$ cat config.mk
export PLATFORM = sky130hd
export DESIGN_NAME = fft_frame_packer
export DESIGN_NICKNAME = d
export VERILOG_FILES = /design/src/rtl/fft_pkg.sv /design/src/rtl/sync_fifo.sv /design/src/rtl/fft_frame_packer.sv
export SDC_FILE = /design/constraint.sdc
export NUM_CORES = 1
export LEC_CHECK = 0
export CELL_PAD_IN_SITES_DETAIL_PLACEMENT = 0
export CELL_PAD_IN_SITES_GLOBAL_PLACEMENT = 1
export CORE_ASPECT_RATIO = 0.75
export CORE_MARGIN = 5
export CORE_UTILIZATION = 40
export CTS_CLUSTER_SIZE = 10
export DETAILED_ROUTE_END_ITERATION = 8
export PLACE_DENSITY_LB_ADDON = 0.1
export SYNTH_ARGS = -nofsm -noshare
export SYNTH_HDL_FRONTEND = slang
export SYNTH_HIERARCHICAL = 1
export SYNTH_SLANG_ARGS = --single-unit
$ cat constraint.sdc
create_clock -name clk -period 22.6 [get_ports clk]
set_clock_uncertainty 0.2 [all_clocks]
set_input_delay 6.78 -clock clk [delete_from_list [all_inputs] [get_ports clk]]
set_output_delay 6.78 -clock clk [all_outputs]
set_load 0.02 [all_outputs]
$ cat src/rtl/fft_pkg.sv
`default_nettype none
// ============================================================================
//  Module      : fft_pkg
//  Description : Shared definitions for the FFT frame packer: error codes,
//                write-side state encoding, FIFO word layout helpers and the
//                frame-length legality check.
//  Revision    : 1.0  initial release
// ============================================================================
package fft_pkg;

  // Smallest frame length accepted unless the instance overrides it
  localparam int MIN_PTS_DEFAULT = 64;

  // Error field values carried with every beat
  localparam logic [1:0] ERR_NONE = 2'b00;
  localparam logic [1:0] ERR_DROP = 2'b01;

  // Write-side framing states
  typedef enum logic [0:0] {
    ST_IDLE  = 1'b0,
    ST_FRAME = 1'b1
  } wr_state_t;

  // FIFO word layout, LSB first: data | len | inverse | err[1:0] | eop | sop
  function automatic int ofs_data();
    return 0;
  endfunction

  function automatic int ofs_len(input int data_w);
    return data_w;
  endfunction

  function automatic int ofs_inv(input int data_w, input int pts_w);
    return data_w + pts_w;
  endfunction

  function automatic int ofs_err(input int data_w, input int pts_w);
    return data_w + pts_w + 1;
  endfunction

  function automatic int ofs_eop(input int data_w, input int pts_w);
    return data_w + pts_w + 3;
  endfunction

  function automatic int ofs_sop(input int data_w, input int pts_w);
    return data_w + pts_w + 4;
  endfunction

  function automatic int word_w(input int data_w, input int pts_w);
    return data_w + pts_w + 5;
  endfunction

  // A length is legal when it is a power of two within [min_pts, 2^(pts_w-1)]
  function automatic logic is_legal_len(input logic [31:0] len,
                                        input int unsigned min_pts,
                                        input int unsigned pts_w);
    logic pow2;
    pow2 = (len != 32'd0) && ((len & (len - 32'd1)) == 32'd0);
    return pow2 && (len >= min_pts) && (len <= (32'd1 << (pts_w - 1)));
  endfunction

endpackage
`default_nettype wire

$ cat src/rtl/sync_fifo.sv
`default_nettype none
// ============================================================================
//  Module      : sync_fifo
//  Description : Single-clock FIFO with a registered head word. The head and
//                its valid flag come straight from flops, so a word written
//                into an empty FIFO is visible one cycle later.
//  Revision    : 1.0  initial release
// ============================================================================
module sync_fifo #(
  parameter int WIDTH = 8,
  parameter int DEPTH = 16   // power of two, at least 4
) (
  input  logic             clk,
  input  logic             reset,
  input  logic             wr_en,
  input  logic [WIDTH-1:0] wr_data,
  output logic             full,
  input  logic             rd_en,
  output logic [WIDTH-1:0] rd_data,
  output logic             rd_valid
);

  localparam int AW = $clog2(DEPTH);

  logic [WIDTH-1:0] mem [DEPTH];
  // Pointers carry one extra wrap bit to tell full from empty
  logic [AW:0]      wr_ptr;
  logic [AW:0]      rd_ptr;
  logic [AW:0]      wr_ptr_nxt;
  logic [AW:0]      rd_ptr_nxt;
  logic             empty;
  logic             push;
  logic             pop;

  assign empty = (wr_ptr == rd_ptr);
  assign full  = (wr_ptr[AW] != rd_ptr[AW]) && (wr_ptr[AW-1:0] == rd_ptr[AW-1:0]);

  // Full is judged on the current occupancy, so a read in the same cycle
  // does not make room for the incoming word.
  assign push = wr_en && !full;
  assign pop  = rd_en && !empty;

  assign wr_ptr_nxt = wr_ptr + {{AW{1'b0}}, push};
  assign rd_ptr_nxt = rd_ptr + {{AW{1'b0}}, pop};

  // Storage array write port
  always_ff @(posedge clk) begin
    if (push) begin
      mem[wr_ptr[AW-1:0]] <= wr_data;
    end
  end

  // Pointer update and head-word prefetch; a write landing on the new head
  // slot bypasses the array.
  always_ff @(posedge clk) begin
    if (reset) begin
      wr_ptr   <= '0;
      rd_ptr   <= '0;
      rd_data  <= '0;
      rd_valid <= 1'b0;
    end else begin
      wr_ptr   <= wr_ptr_nxt;
      rd_ptr   <= rd_ptr_nxt;
      rd_valid <= (wr_ptr_nxt != rd_ptr_nxt);
      if (push && (wr_ptr == rd_ptr_nxt)) begin
        rd_data <= wr_data;
      end else begin
        rd_data <= mem[rd_ptr_nxt[AW-1:0]];
      end
    end
  end

endmodule
`default_nettype wire

$ cat src/rtl/fft_frame_packer.sv
`default_nettype none
// ============================================================================
//  Module      : fft_frame_packer
//  Description : Packs a free-running audio sample stream into Avalon-ST
//                frames for an FFT core. A frame starts on the first enabled
//                sample with a legal length and lasts exactly that many input
//                samples; samples meeting a full buffer are dropped, counted
//                and flagged on the remaining beats of the frame.
//  Revision    : 1.0  initial release
// ============================================================================
module fft_frame_packer
  import fft_pkg::*;
#(
  parameter int DATA_W     = 12,
  parameter int PTS_W      = 13,
  parameter int FIFO_DEPTH = 16,
  parameter int MIN_PTS    = MIN_PTS_DEFAULT
) (
  input  logic              clk,
  input  logic              reset,
  input  logic              enable,
  input  logic              in_valid,
  input  logic [DATA_W-1:0] in_data,
  input  logic [PTS_W-1:0]  fftpts_in,
  input  logic              inverse_in,
  output logic              source_valid,
  input  logic              source_ready,
  output logic              source_sop,
  output logic              source_eop,
  output logic [DATA_W-1:0] source_real,
  output logic [DATA_W-1:0] source_imag,
  output logic [1:0]        source_error,
  output logic [PTS_W-1:0]  fftpts_out,
  output logic              inverse_out,
  output logic [15:0]       drop_cnt
);

  localparam int WORD_W   = word_w(DATA_W, PTS_W);
  localparam int OFS_DATA = ofs_data();
  localparam int OFS_LEN  = ofs_len(DATA_W);
  localparam int OFS_INV  = ofs_inv(DATA_W, PTS_W);
  localparam int OFS_ERR  = ofs_err(DATA_W, PTS_W);
  localparam int OFS_EOP  = ofs_eop(DATA_W, PTS_W);
  localparam int OFS_SOP  = ofs_sop(DATA_W, PTS_W);

  wr_state_t          state_q;
  wr_state_t          state_nxt;

  // Frame context latched on the first beat
  logic [PTS_W-1:0]   beat_cnt;
  logic [PTS_W-1:0]   len_q;
  logic               inv_q;
  logic               err_q;
  logic [15:0]        drop_q;

  // Per-sample decode of the beat about to be written
  logic               len_legal;
  logic               take;
  logic [PTS_W-1:0]   beat_idx;
  logic [PTS_W-1:0]   beat_len;
  logic               beat_inv;
  logic               beat_err;
  logic               beat_sop;
  logic               beat_eop;
  logic               fifo_full;
  logic               write_beat;
  logic               drop_beat;

  logic [WORD_W-1:0]  wr_word;
  logic [WORD_W-1:0]  head_word;
  logic               head_valid;

  assign len_legal = is_legal_len(32'(fftpts_in), MIN_PTS, PTS_W);

  // Write-side state register
  always_ff @(posedge clk) begin
    if (reset) begin
      state_q <= ST_IDLE;
    end else begin
      state_q <= state_nxt;
    end
  end

  // Next state: a frame is entered on its first sample and left on its last
  always_comb begin
    state_nxt = state_q;
    case (state_q)
      ST_IDLE: begin
        if (take && !beat_eop) begin
          state_nxt = ST_FRAME;
        end
      end
      ST_FRAME: begin
        if (take && beat_eop) begin
          state_nxt = ST_IDLE;
        end
      end
      default: state_nxt = ST_IDLE;
    endcase
  end

  // Beat decode: in IDLE the live length/direction describe beat 0; inside a
  // frame the latched context is used so input changes are ignored.
  always_comb begin
    take     = 1'b0;
    beat_idx = '0;
    beat_len = len_q;
    beat_inv = inv_q;
    beat_err = 1'b0;
    case (state_q)
      ST_IDLE: begin
        take     = in_valid && enable && len_legal;
        beat_len = fftpts_in;
        beat_inv = inverse_in;
      end
      ST_FRAME: begin
        take     = in_valid;
        beat_idx = beat_cnt;
        beat_err = err_q;
      end
      default: ;
    endcase
  end

  assign beat_sop   = (beat_idx == '0);
  assign beat_eop   = (beat_idx == beat_len - 1'b1);
  assign write_beat = take && !fifo_full;
  assign drop_beat  = take && fifo_full;

  assign wr_word = {beat_sop, beat_eop, (beat_err ? ERR_DROP : ERR_NONE),
                    beat_inv, beat_len, in_data};

  // Frame context: beat counter advances on every taken sample, dropped or not
  always_ff @(posedge clk) begin
    if (reset) begin
      beat_cnt <= '0;
      len_q    <= '0;
      inv_q    <= 1'b0;
      err_q    <= 1'b0;
    end else if (take) begin
      if (beat_eop) begin
        beat_cnt <= '0;
        err_q    <= 1'b0;
      end else begin
        beat_cnt <= beat_idx + 1'b1;
        err_q    <= beat_err | drop_beat;
      end
      if (state_q == ST_IDLE) begin
        len_q <= fftpts_in;
        inv_q <= inverse_in;
      end
    end
  end

  // Saturating count of samples lost to a full buffer
  always_ff @(posedge clk) begin
    if (reset) begin
      drop_q <= '0;
    end else if (drop_beat && (drop_q != 16'hFFFF)) begin
      drop_q <= drop_q + 16'd1;
    end
  end

  sync_fifo #(
    .WIDTH (WORD_W),
    .DEPTH (FIFO_DEPTH)
  ) u_fifo (
    .clk      (clk),
    .reset    (reset),
    .wr_en    (write_beat),
    .wr_data  (wr_word),
    .full     (fifo_full),
    .rd_en    (source_ready),
    .rd_data  (head_word),
    .rd_valid (head_valid)
  );

  // Source port is a direct view of the registered head word
  assign source_valid = head_valid;
  assign source_sop   = head_word[OFS_SOP];
  assign source_eop   = head_word[OFS_EOP];
  assign source_error = head_word[OFS_ERR +: 2];
  assign inverse_out  = head_word[OFS_INV];
  assign fftpts_out   = head_word[OFS_LEN +: PTS_W];
  assign source_real  = head_word[OFS_DATA +: DATA_W];
  assign source_imag  = '0;
  assign drop_cnt     = drop_q;

endmodule
`default_nettype wire

* Yosys cells after proc, flatten, opt, wreduce, memory -nomap -nowiden
Memories as Yosys holds them, arrays and structs flattened. Cells that the tools add are included.
Storage, ports and cells: register bits 86, bits in writable memories 464, bits of input ports 31, output and inout port bits 59, word-level logic and storage cells 63, memories 1
Memory list:
- u_fifo.mem | words 16, bits a word 29, read ports 1, clocked after memory_dff 0, write ports 1, RTL line sync_fifo.sv:25 | logic [WIDTH-1:0] mem [DEPTH];
Cells by class: $add $sub $neg 6, order comparisons 2, equality and inequality tests 7, multiplexer cells 14, bitwise operators 3, reductions and logical operators 20
Operator list (count):
- $mux 13 | 3
- $and 13x32->32 | 1
- $logic_not 32->1 | 1
- $mux 30 | 1
- $add 16x1->16 const B | 1
- $ne 16x16->1 const B | 1
- $logic_and 1x1->1 | 14
- $sub 13x1->14 const B | 1
- $add 13x1->13 const B | 1
- $eq 13x13->1 | 1
- $ge 13x7->1 const B | 1
- $le 13x13->1 const B | 1
- $logic_not 13->1 | 1
- $reduce_bool 13->1 | 1
- $sub 13x1->13 const B | 1
- $add 5x1->5 | 2
- $eq 5x5->1 | 2
- $mux 1 | 8
- $ne 5x5->1 | 1
- $eq 4x4->1 | 1
- $pmux 1 s2 | 2
- $logic_not 1->1 | 3
- $ne 1x1->1 | 1
- $not 1->1 | 1
- $or 1x1->1 | 1

* Logic depth before layout (Yosys ltp)
Gate-level depths: netlist (run 1).
depth after elaboration 12, depth in mapped cells 17, gate-level depth less buffers 14

* Modules after synthesis
The synthesis (run 1) kept the hierarchy.
Modules (own cells, without submodules):
- sync_fifo | times used 1, cells each 958, area each 20195.6 µm², seq. area each 15234.6 µm²
- fft_frame_packer | times used 1, cells each 438, area each 3392.0 µm², seq. area each 900.9 µm²

* Worst setup path after synthesis (run 1)
Ideal clock, no wire load.
path type input to register, start in fftpts_in[4], end mem u_fifo/mem[2][0] (netlist bit), enable pin, library setup time 455 ps, data arrival time 11228 ps, required time 21945 ps, setup slack 10718 ps, stages on the path 11, buffers on the path 2, cell sequence nor3_1 > nand3_1 > or4_1 > o311ai_1 > a22oi_1 > clkbuf_1 > clkbuf_1 > nor2_1 > o21ai_1 > or3b_1 > nor3_1
Between the ends: cells in the longest elaborated chain, start to end 12, elaborated cells between the ends (all ways) 15, those cells by class add/sub: 1; order compare: 2; mux: 3; bitwise: 1; reduce/logical: 8
Ends and longest elaborated chain:
- start, declared | RTL line fft_frame_packer.sv:24 | input logic [PTS_W-1:0] fftpts_in,
- $sub 13x1->14 | RTL line fft_pkg.sv:58 | pow2 = (len != 32'd0) && ((len & (len - 32'd1)) == 32'd0);
- $and 13x32->32 | RTL line fft_pkg.sv:58
- $logic_not 32->1 | RTL line fft_pkg.sv:58
- $logic_and 1x1->1 | RTL line fft_pkg.sv:58
- $logic_and 1x1->1 | RTL line fft_pkg.sv:59 | return pow2 && (len >= min_pts) && (len <= (32'd1 << (pts_w - 1)));
- $logic_and 1x1->1 (*) | RTL line fft_pkg.sv:59
- $logic_and 1x1->1 (*) | RTL line fft_frame_packer.sv:112 | take = in_valid && enable && len_legal;
- $pmux 1 s2 (*) | RTL line fft_frame_packer.sv:110 | case (state_q)
- $logic_and 1x1->1 (*) | RTL line fft_frame_packer.sv:127 | assign write_beat = take && !fifo_full;
- via write_beat | RTL line fft_frame_packer.sv:66 | logic write_beat;
- $logic_and 1x1->1 (*) | RTL line sync_fifo.sv:40 | assign push = wr_en && !full;
- $mux 1 (*) | RTL line sync_fifo.sv:48 | if (push) begin
- $mux 1 (not written as such) (*) | RTL line sync_fifo.sv:49 | mem[wr_ptr[AW-1:0]] <= wr_data;
- end, declared | RTL line sync_fifo.sv:25
Mark *: on every way through the listed nets, which the timed path passes. The rest lies on a longest branch.

* Worst setup path in the final report (run 1)
start in fftpts_in[3], end mem u_fifo/mem[13][11] (netlist bit), enable pin
The elaborated chain is that of the path after synthesis.

==> results of run 1 <==
worst register-to-register path, delay by kind of cell (launching register included):
family	cells	cell delay [ns]
buffers and inverters	2	1.54
adders and majority gates	2	0.78
muxes	3	0.68
DFF	1	0.63
AOI/OAI and AO/OA	3	0.61
and+or+nand+nor	1	0.32
xor gates and xnor gates	1	0.24
cell usage after synthesis (all sizes together), types with 6 or more instances:
cell type  number  area (µm²)
a21o            9        67.6
a21oi          53         265
buf            63         448
clkbuf         29         109
dfxtp          86        1720
edfxtp        480       14400
ha              8         100
inv            18        67.6
mux2i         105        1050
mux4          120        2700
nand2          40         150
nand2b          6        37.5
nand3          50         250
nand4           8        50.1
nor2           76         285
nor2b           9        56.3
nor3           27         135
nor3b           7        52.6
nor4           11        75.1
o211ai          7        80.1
o21ai          41         205
or3            13        86.3
xnor2          36         315
xor2           17         175
layer usage:
metal | vias to the layer above | part of all wire [%] | wire length, µm | track usage (%)
met3 | 75 | 4.3 | 2540 | 3.40
met2 | 251 | 44 | 25900 | 27.7
met1 | 6711 | 50 | 29600 | 28.5
met5 | - | 0 | 0 | 0
met4 | 0 | 1.7 | 998 | 4.31
li1 | 5721 | - | - | -
stage by stage:
stage | util [%] | power (mW) | area, µm² | setup slack (ns)
global route | 46.6 | 2.24 | 27300 | 11.35
detailed placement | 43.2 | 1.20 | 25300 | 11.09
CTS | 46.6 | 2.19 | 27300 | 11.69
floorplan | - | 1.17 | 23700 | 10.72
finish | 46.6 | 2.16 | 27300 | 11.65
global placement | 43.2 | 1.20 | 25300 | 11.17
registers in the layout (all words and copies together) (netlist names), 5 cells and up, named ones only:
register / flops
u_fifo/rd_ptr: 5
drop_cnt: 16
beat_cnt: 13
u_fifo/rd_data: 30
u_fifo/wr_ptr: 5
len_q: 13
u_fifo/mem: 480
worst min path at each step:
stage,start,to,slack [ns],depth (start not counted)
floorplan,err_q,err_q,0.23,1
global placement,err_q,err_q,0.26,1
detailed placement,err_q,err_q,0.25,1
CTS,err_q,err_q,0.27,1
global route,err_q,err_q,0.31,1
finish,err_q,err_q,0.27,1
cell type report:
type / instances / area share, %
Multi-Input combinational cell: 748 / 26.0
Clock buffer: 117 / 7.02
Timing Repair Buffer: 111 / 3.79
Clock inverter: 7 / 0.234
Sequential cell: 566 / 59.1
Inverter: 18 / 0.247
Tap cell: 790 / 3.62
power breakdown:
group / leakage [nW] / total, mW / switching, mW / internal [mW]
registers: 5.02 / 1.13 / 0.000667 / 1.13
logic: 2.64 / 0.0432 / 0.0304 / 0.0128
clock network: 0.946 / 0.988 / 0.411 / 0.577
total: 8.61 / 2.16 / 0.442 / 1.72
cells in the final DEF, fill, tap and decap left out, types with 8 or more instances in the layout:
master,synthesis,final
nor3_1,27,23
nand3_1,50,50
nand4_1,8,8
a21o_1,9,9
clkbuf_1,29,47
buf_4,14,34
inv_1,18,18
xor2_1,15,15
o21ai_1,33,33
mux4_2,120,120
xnor2_1,36,36
or3_1,12,12
mux2i_1,105,105
clkbuf_16,0,69
clkdlybuf4s50_1,0,76
nor2_1,76,64
nor2_4,0,12
o21ai_0,8,8
nor4_1,10,10
dfxtp_1,86,85
nand2_1,40,40
a21oi_1,53,53
edfxtp_1,480,480
conb_1,1,29
nor2b_1,9,9
kinds of logic (layout without fill, tap and decap cells):
group / after synthesis / count (layout)
other cells: 1 / 29
flops: 566 / 566
simple gates: 275 / 275
fa+ha+maj: 9 / 9
mux: 228 / 228
xor+xnor: 54 / 54
buf+inv: 110 / 253
compound gates: 153 / 153
==> impl_metrics.ini, run 1 <==
[outcome]
status = finished, final reports clean

[floorplanning]
die_w_um = 290
num_rows = 77
io_pins = 90
initial_core_util_pct = 40.2
die_area_um2 = 64000
coreArea_um2 = 58700
die_y_um = 220

[synth]
syn_avg_cell_area_um2 = 16.9
synthSimpleGateAreaFrac_pct = 5.94
synth-edff-count = 480
synth_adder_area_share_pct = 0.467
syn-cell-area_um2 = 23600
synth_cells = 1396
synthArstFlopShare_pct = 0
ys_ff_latch = 566
ys.warnings.count = 6
ys_seq_area_share_pct = 68.4
synthXorXnorAreaFrac_pct = 2.17
synth_compound_area_share_pct = 4.29
synth_cell_types = 72
ys.flop_type = edfxtp_1
synthMuxAreaShare_pct = 16.1
synth_top_family_by_area = multiplexers

[cts]
cts_buffers = 67
htreeDepth = 3
clkSinkCount = 566
cts_setup_buffers = 0
post_cts_resized = 0
cts_tree = done
clockRootBuffer = clkbuf_16
clock_path_buffers = 3
insertion_delay_ns = 0.59
hold_buffers = 0
path_clk_slew_ns = 0.06

[setup_path]
crit_fanout = 44
reg2reg_slack_ns = 17.49
r2r_end = u_fifo/rd_data[15]
ff2ff_path_depth = 12
cp_common_cell = buf_4
worstPathCellList = clkdlybuf4s50_1 -> nor3_1 -> nand3_1 -> or4_1 -> o311ai_1 -> a22oi_2 -> buf_4 -> nor2_1 -> o21ai_1 -> or3b_1 -> nor2_4 -> buf_4
critPathLaunch = fftpts_in[3]
r2r_start = u_fifo/wr_ptr[3]
path_delay_family = simple AND/OR/NAND/NOR gates
cp_slowest_cell = nor2_4
slowest_delay_ns = 0.57
critPathCaptureType = flop
path_buf_inv = 3
cp.depth = 12
endpoint = u_fifo/mem[13][11]
cp-start-kind = input pin
cp.required_ns = 22.65
worstPathArrival_ns = 11.00
crit_type = in -> reg

[cells_and_area]
ff_latch_area_um2 = 16100
fin_cells = 2357
nets = 1551
area_growth_pct = 15.8
antennaDiodeCount = 0
multi_input_area_um2 = 7100
fill_cells = 5018
drive_gt1_share_pct = 17.4

[place]
gp_congestion = 0.746
hpwl_um = 33100
port_buffers = 77
dp_cells = 2233

[drt]
via_count = 12800
drc_errors = 0
wl_per_cell_um = 25.0
ant_nets = 0
via_per_inst = 5.41
routed_wl_um = 59000
first_pass_iters = 5
first_iter_violations = 905

[timing]
hold_violations = 0
tns_ns = 0
post-route-min-period_ns = 10.95
tightest_slew_ns = 0.949
rsz0062_at_grt = no
setup_violations = 0
timing.hold.ws_ns = 0.268
fmax_mhz = 91.3
period_share_pct = 48.5
maxSlewViolCount = 0
relSlewSlack_pct = 36.7

[power]
p_leak_nw = 8.61
powerDensity_nw_per_um2 = 79.2
ir_worst_vdd_uv = 54.9

[run]
timing.max_cap.violations = 0

[grt]
grt_max_degree = 108
grtUsageTotal_pct = 18.5
antenna_found_initial = 0
gr-total-overflow = 0
grt_pass1_wl_um = 88800
first_global_vias = 13000

[min_path]
hp-class = reg -> reg
Note: power is estimated with default switching activity, not from simulation.
==> inputs of run 2 (changes only) <==
==> constraint.sdc (replaced) <==
create_clock -name clk -period 11.05 [get_ports clk]
set_clock_uncertainty 0.2 [all_clocks]
set_input_delay 3.315 -clock clk [delete_from_list [all_inputs] [get_ports clk]]
set_output_delay 3.315 -clock clk [all_outputs]
set_load 0.02 [all_outputs]
==> run 2 against run 1 <==
Critical path depth unchanged. Die area unchanged. Total power grew 100%. Combinational power increased by 110%. Count of clock-buffer cells in the layout down 2. Final cell count fell by 0.17%. Register-to-register slack got worse by 11 ns. Worst setup slack worse by 8.2 ns. Flip-flop and latch count unchanged. Via count grew 0.49%. Clock power is 100% higher. Sequential share of layout area rose by 0.076 points. Critical path type unchanged. Critical endpoint is now u_fifo/mem[13][10]. Highest routed layer unchanged.
==> impl_metrics.ini, run 2 (synthesized netlist as in run 1, its figures left out) <==
[outcome]
status = finished, final reports clean

[floorplanning]
die_area_um2 = 64000
num_rows = 77
die_w_um = 290
coreArea_um2 = 58700
die_y_um = 220
initial_core_util_pct = 40.2
io_pins = 90

[timing]
tns_ns = 0
tightest_slew_ns = 0.991
period_share_pct = 69.1
rsz0062_at_grt = no
post-route-min-period_ns = 7.63
hold_violations = 0
setup_violations = 0
timing.hold.ws_ns = 0.273
maxSlewViolCount = 0
relSlewSlack_pct = 33.9
fmax_mhz = 131
worst_slack_ns = 3.42

[setup_path]
worstPathCellList = clkdlybuf4s50_1 -> nor3_1 -> nand3_1 -> or4_1 -> o311ai_1 -> a22oi_2 -> buf_4 -> nor2_1 -> o21ai_1 -> or3b_1 -> nor2_4 -> buf_4
crit_type = in -> reg
critPathCaptureType = flop
cp-start-kind = input pin
cp_slowest_cell = nor2_4
cp_common_cell = buf_4
cp.required_ns = 11.10
crit_fanout = 44
slowest_delay_ns = 0.63
worstPathArrival_ns = 7.68

[drt]
wl_per_cell_um = 24.7
via_count = 12800
routed_wl_um = 58100
first_iter_violations = 944
drc_errors = 0
ant_nets = 0
via_per_inst = 5.45
first_pass_iters = 5

[power]
ir_worst_vdd_uv = 107
p_sw_share_pct = 20.5
power_frac_comb_pct = 2.0
internal-power_mw = 3.49
clock_power_share_pct = 45.2
p_sw_mw = 0.899
p_leak_nw = 8.58
pwr-share-seq_pct = 52.7
powerDensity_nw_per_um2 = 161

[cells_and_area]
final_common_cell = edfxtp_1
largest_reg_flops = 480
fill_cells = 5029
mostFrequentLayoutCells = edfxtp_1, mux4_2, mux2i_1, dfxtp_1, clkdlybuf4s50_1
ff_latch_area_um2 = 16100
antennaDiodeCount = 0
nets = 1549
area_growth_pct = 15.6
drive_gt1_share_pct = 17.2
multi_input_area_um2 = 7100

[grt]
grt_max_degree = 108
gr-total-overflow = 0
grt_pass1_wl_um = 87200
grtUsageTotal_pct = 18.2
antenna_found_initial = 1
first_global_vias = 13000

[cts]
insertion_delay_ns = 0.59
cts_buffers = 66
hold_buffers = 0
clockRootBuffer = clkbuf_16
htreeDepth = 3
cts_tree = done
clkSinkCount = 566
post_cts_resized = 0
clock_path_buffers = 3
path_clk_slew_ns = 0.06
cts_setup_buffers = 0

[min_path]
hp-class = reg -> reg

[place]
port_buffers = 77
gp_congestion = 0.746
place_ws_ns = 2.92
hpwl_um = 33200

[run]
timing.max_cap.violations = 0
run 2: changes by cell type in the layout (fill, tap and decap cells not counted), sizes merged:
cell,before,now
clkbuf,117,115
inv,23,21
buf,35,34
clkinv,2,3
run 2: final cells by class:
type                    instances  share of cell area [%]
multi-input cells             748                    26.0
flip-flops and latches        566                    59.2
well taps                     790                    3.62
inverters                      18                   0.248
clock buffers                 115                    6.84
clock inverters                 6                   0.271
repair buffers                110                    3.82
run 2: per-stage QoR:
stage | instances | area, µm² | util, % | total power [mW]
CTS | 2353 | 27300 | 46.5 | 4.44
global route | 2353 | 27300 | 46.5 | 4.55
floorplan | 1424 | 23700 | - | 2.40
finish | 2353 | 27300 | 46.5 | 4.39
detailed placement | 2232 | 25300 | 43.2 | 2.45
global placement | 2232 | 25300 | 43.2 | 2.45
run 2: layer usage:
metal / share of wire, % / GRT usage (%) / vias to the layer above
li1: - / - / 5721
met1: 50 / 28.0 / 6746
met2: 44 / 27.4 / 278
met3: 4.5 / 3.26 / 76
met4: 1.8 / 3.92 / 0
met5: 0 / 0 / -
run 2: path summary, 6_finish.rpt:
path,startpoint,endpoint,slack [ns],depth (start not counted)
max,fftpts_in[2],u_fifo/mem[13][10],3.42,12
min reg2reg,err_q,err_q,0.27,1
max reg2reg,flop,u_fifo/rd_data[28],6.43,10
min,err_q,err_q,0.27,1
run 2: power groups by stage:
stage | combinational (mW) | clock (mW) | sequential (mW)
finish | 0.0893 | 1.98 | 2.31
global route | 0.0983 | 2.14 | 2.31
CTS | 0.0905 | 2.04 | 2.31
floorplan | 0.0398 | 0 | 2.36
detailed placement | 0.0903 | 0 | 2.36
global placement | 0.0896 | 0 | 2.36
run 2: critical path: cells and delay by family:
kind                   cells  cell delay (ns)
AND/OR/NAND/NOR            6             2.64
buffers and inverters      3             1.26
AO/OA/AOI/OAI              3             0.43
==> inputs of run 3 (changes only) <==
==> constraint.sdc (replaced) <==
create_clock -name clk -period 6.4 [get_ports clk]
set_clock_uncertainty 0.2 [all_clocks]
set_input_delay 1.92 -clock clk [delete_from_list [all_inputs] [get_ports clk]]
set_output_delay 1.92 -clock clk [all_outputs]
set_load 0.02 [all_outputs]
==> run 3 against run 2 <==
Register-to-register slack got worse by 4.2 ns. Clock power increased by 76%. Via count about the same. Combinational power up 77%. Hold slack improved by 0.025 ns. Utilization grew 0.71 points. Global-route usage grew 0.055 points. Highest routed layer unchanged. Count of clock-buffer cells in the layout up 1. Flip-flop and latch count is the same. Critical path depth is 1 lower. Non-clock buffer count rose by 29. Sequential power up 73%.
==> impl_metrics.ini, run 3 (synthesized netlist as in run 1, its figures left out) <==
[outcome]
status = finished, final reports clean

[timing]
post-route-min-period_ns = 5.35
tns_ns = 0
hold_violations = 0
relSlewSlack_pct = 38.7
maxSlewViolCount = 0
tightest_slew_ns = 0.920
setup_violations = 0
rsz0062_at_grt = no
period_share_pct = 83.6
fmax_mhz = 187
worst_slack_ns = 1.05

[setup_path]
r2r_start = u_fifo/wr_ptr[3]
cp-start-kind = input pin
crit_type = in -> reg
cp.required_ns = 6.46
critPathCaptureType = flop
crit_fanout = 18
critPathLaunch = fftpts_in[3]
worstPathArrival_ns = 5.41

[power]
clock_power_share_pct = 45.7
powerDensity_nw_per_um2 = 276
p_sw_share_pct = 20.2
p_sw_mw = 1.54
pwr-share-seq_pct = 52.3
power_frac_comb_pct = 2.1
total_power_mw = 7.65
internal-power_mw = 6.11
ir_worst_vdd_uv = 167
p_leak_nw = 8.77

[cts]
cts_setup_buffers = 0
post_cts_resized = 0
htreeDepth = 3
insertion_delay_ns = 0.59
path_clk_slew_ns = 0.05
clockRootBuffer = clkbuf_16
clock_path_buffers = 3
cts_buffers = 67
clkSinkCount = 566
cts_tree = done
hold_buffers = 0

[grt]
first_global_vias = 13100
antenna_found_initial = 0
gr-total-overflow = 0
grtUsageTotal_pct = 18.3
busiest_layer = met2
grt_pass1_wl_um = 87400
groute.layer.met2.usage_pct = 28.5
grt_max_degree = 57
gr-usage-met1_pct = 27.0
use_met3_pct = 3.23

[floorplanning]
die_w_um = 290
die_area_um2 = 64000
coreArea_um2 = 58700
die_y_um = 220
io_pins = 90
initial_core_util_pct = 40.2
num_rows = 77

[min_path]
hold_start = err_q
hp-class = reg -> reg

[cells_and_area]
fin_util_pct = 47.2
fin_cells = 2384
nets = 1579
mostFrequentLayoutCells = edfxtp_1, mux4_2, mux2i_1, dfxtp_1, clkdlybuf4s50_1
largest_reg_flops = 480
fill_cells = 5018
area_growth_pct = 17.4
drive_gt1_share_pct = 18.9
final_common_cell = edfxtp_1
antennaDiodeCount = 0

[place]
place_ws_ns = 0.482
dp_cells = 2261
gp_congestion = 0.757
hpwl_um = 35900
port_buffers = 77

[drt]
first_iter_violations = 937
drc_errors = 0
ant_nets = 0
routed_wl_um = 58200
wl_per_cell_um = 24.4
via_count = 12800
first_pass_iters = 5
via_per_inst = 5.37

[run]
timing.max_cap.violations = 0
==> run 3: changes by cell type in the layout (fill, tap and decap cells not counted), sizes merged <==
cell,delta
buf,+29
bufinv,+1
clkbuf,+1
==> run 3: final cells by class <==
type / instances / area, µm² / share of cell area (%)
flip-flops and latches: 566 / 16100 / 58.3
multi-input cells: 748 / 7130 / 25.7
clock buffers: 116 / 1900 / 6.87
repair buffers: 139 / 1370 / 4.95
well taps: 790 / 988 / 3.57
clock inverters: 7 / 97.6 / 0.352
inverters: 18 / 67.6 / 0.244
==> run 3: path summary, 6_finish.rpt <==
kind	to	slack, ns	depth (start not counted)
setup / recovery	u_fifo/mem[2][13]	1.05	11
hold / removal	err_q	0.30	1
setup reg to reg	u_fifo/rd_data[22]	2.22	11
hold reg to reg	err_q	0.30	1
==> run 3: worst max-delay path: stages <==
cell and delay, ns:
clkdlybuf4s50_1 0.53, nor3_1 0.43, nand3_1 0.23, or4_1 0.51, o311ai_1 0.15, a22oi_2 0.15, nor2_1 0.21, o21ai_1 0.17
or3b_1 0.57, nor3_4 0.18, buf_4 0.32
==> run 3: per-layer routing <==
layer,routed length [µm],part of all wire (%)
met4,940,1.6
met2,26700,46
met1,27800,48
met5,0,0
met3,2750,4.7
==> run 3: power groups by stage <==
stage / registers [mW] / clock network (mW) / logic, mW
after floorplan: 4.08 / 0 / 0.0688
after global placement: 4.07 / 0 / 0.160
after detailed placement: 4.07 / 0 / 0.162
after CTS: 4.00 / 3.60 / 0.162
after global routing: 3.99 / 3.77 / 0.174
final: 4.00 / 3.49 / 0.158
==> run 3: metrics by stage <==
stage | hold slack [ns] | area (µm²)
6_report | 0.298 | 27700
5_1_grt | 0.324 | 27700
4_1_cts | 0.302 | 27700
3_5_place_dp | 0.283 | 25700
3_3_place_gp | 0.260 | 25700
2_1_floorplan | 0.234 | 23700
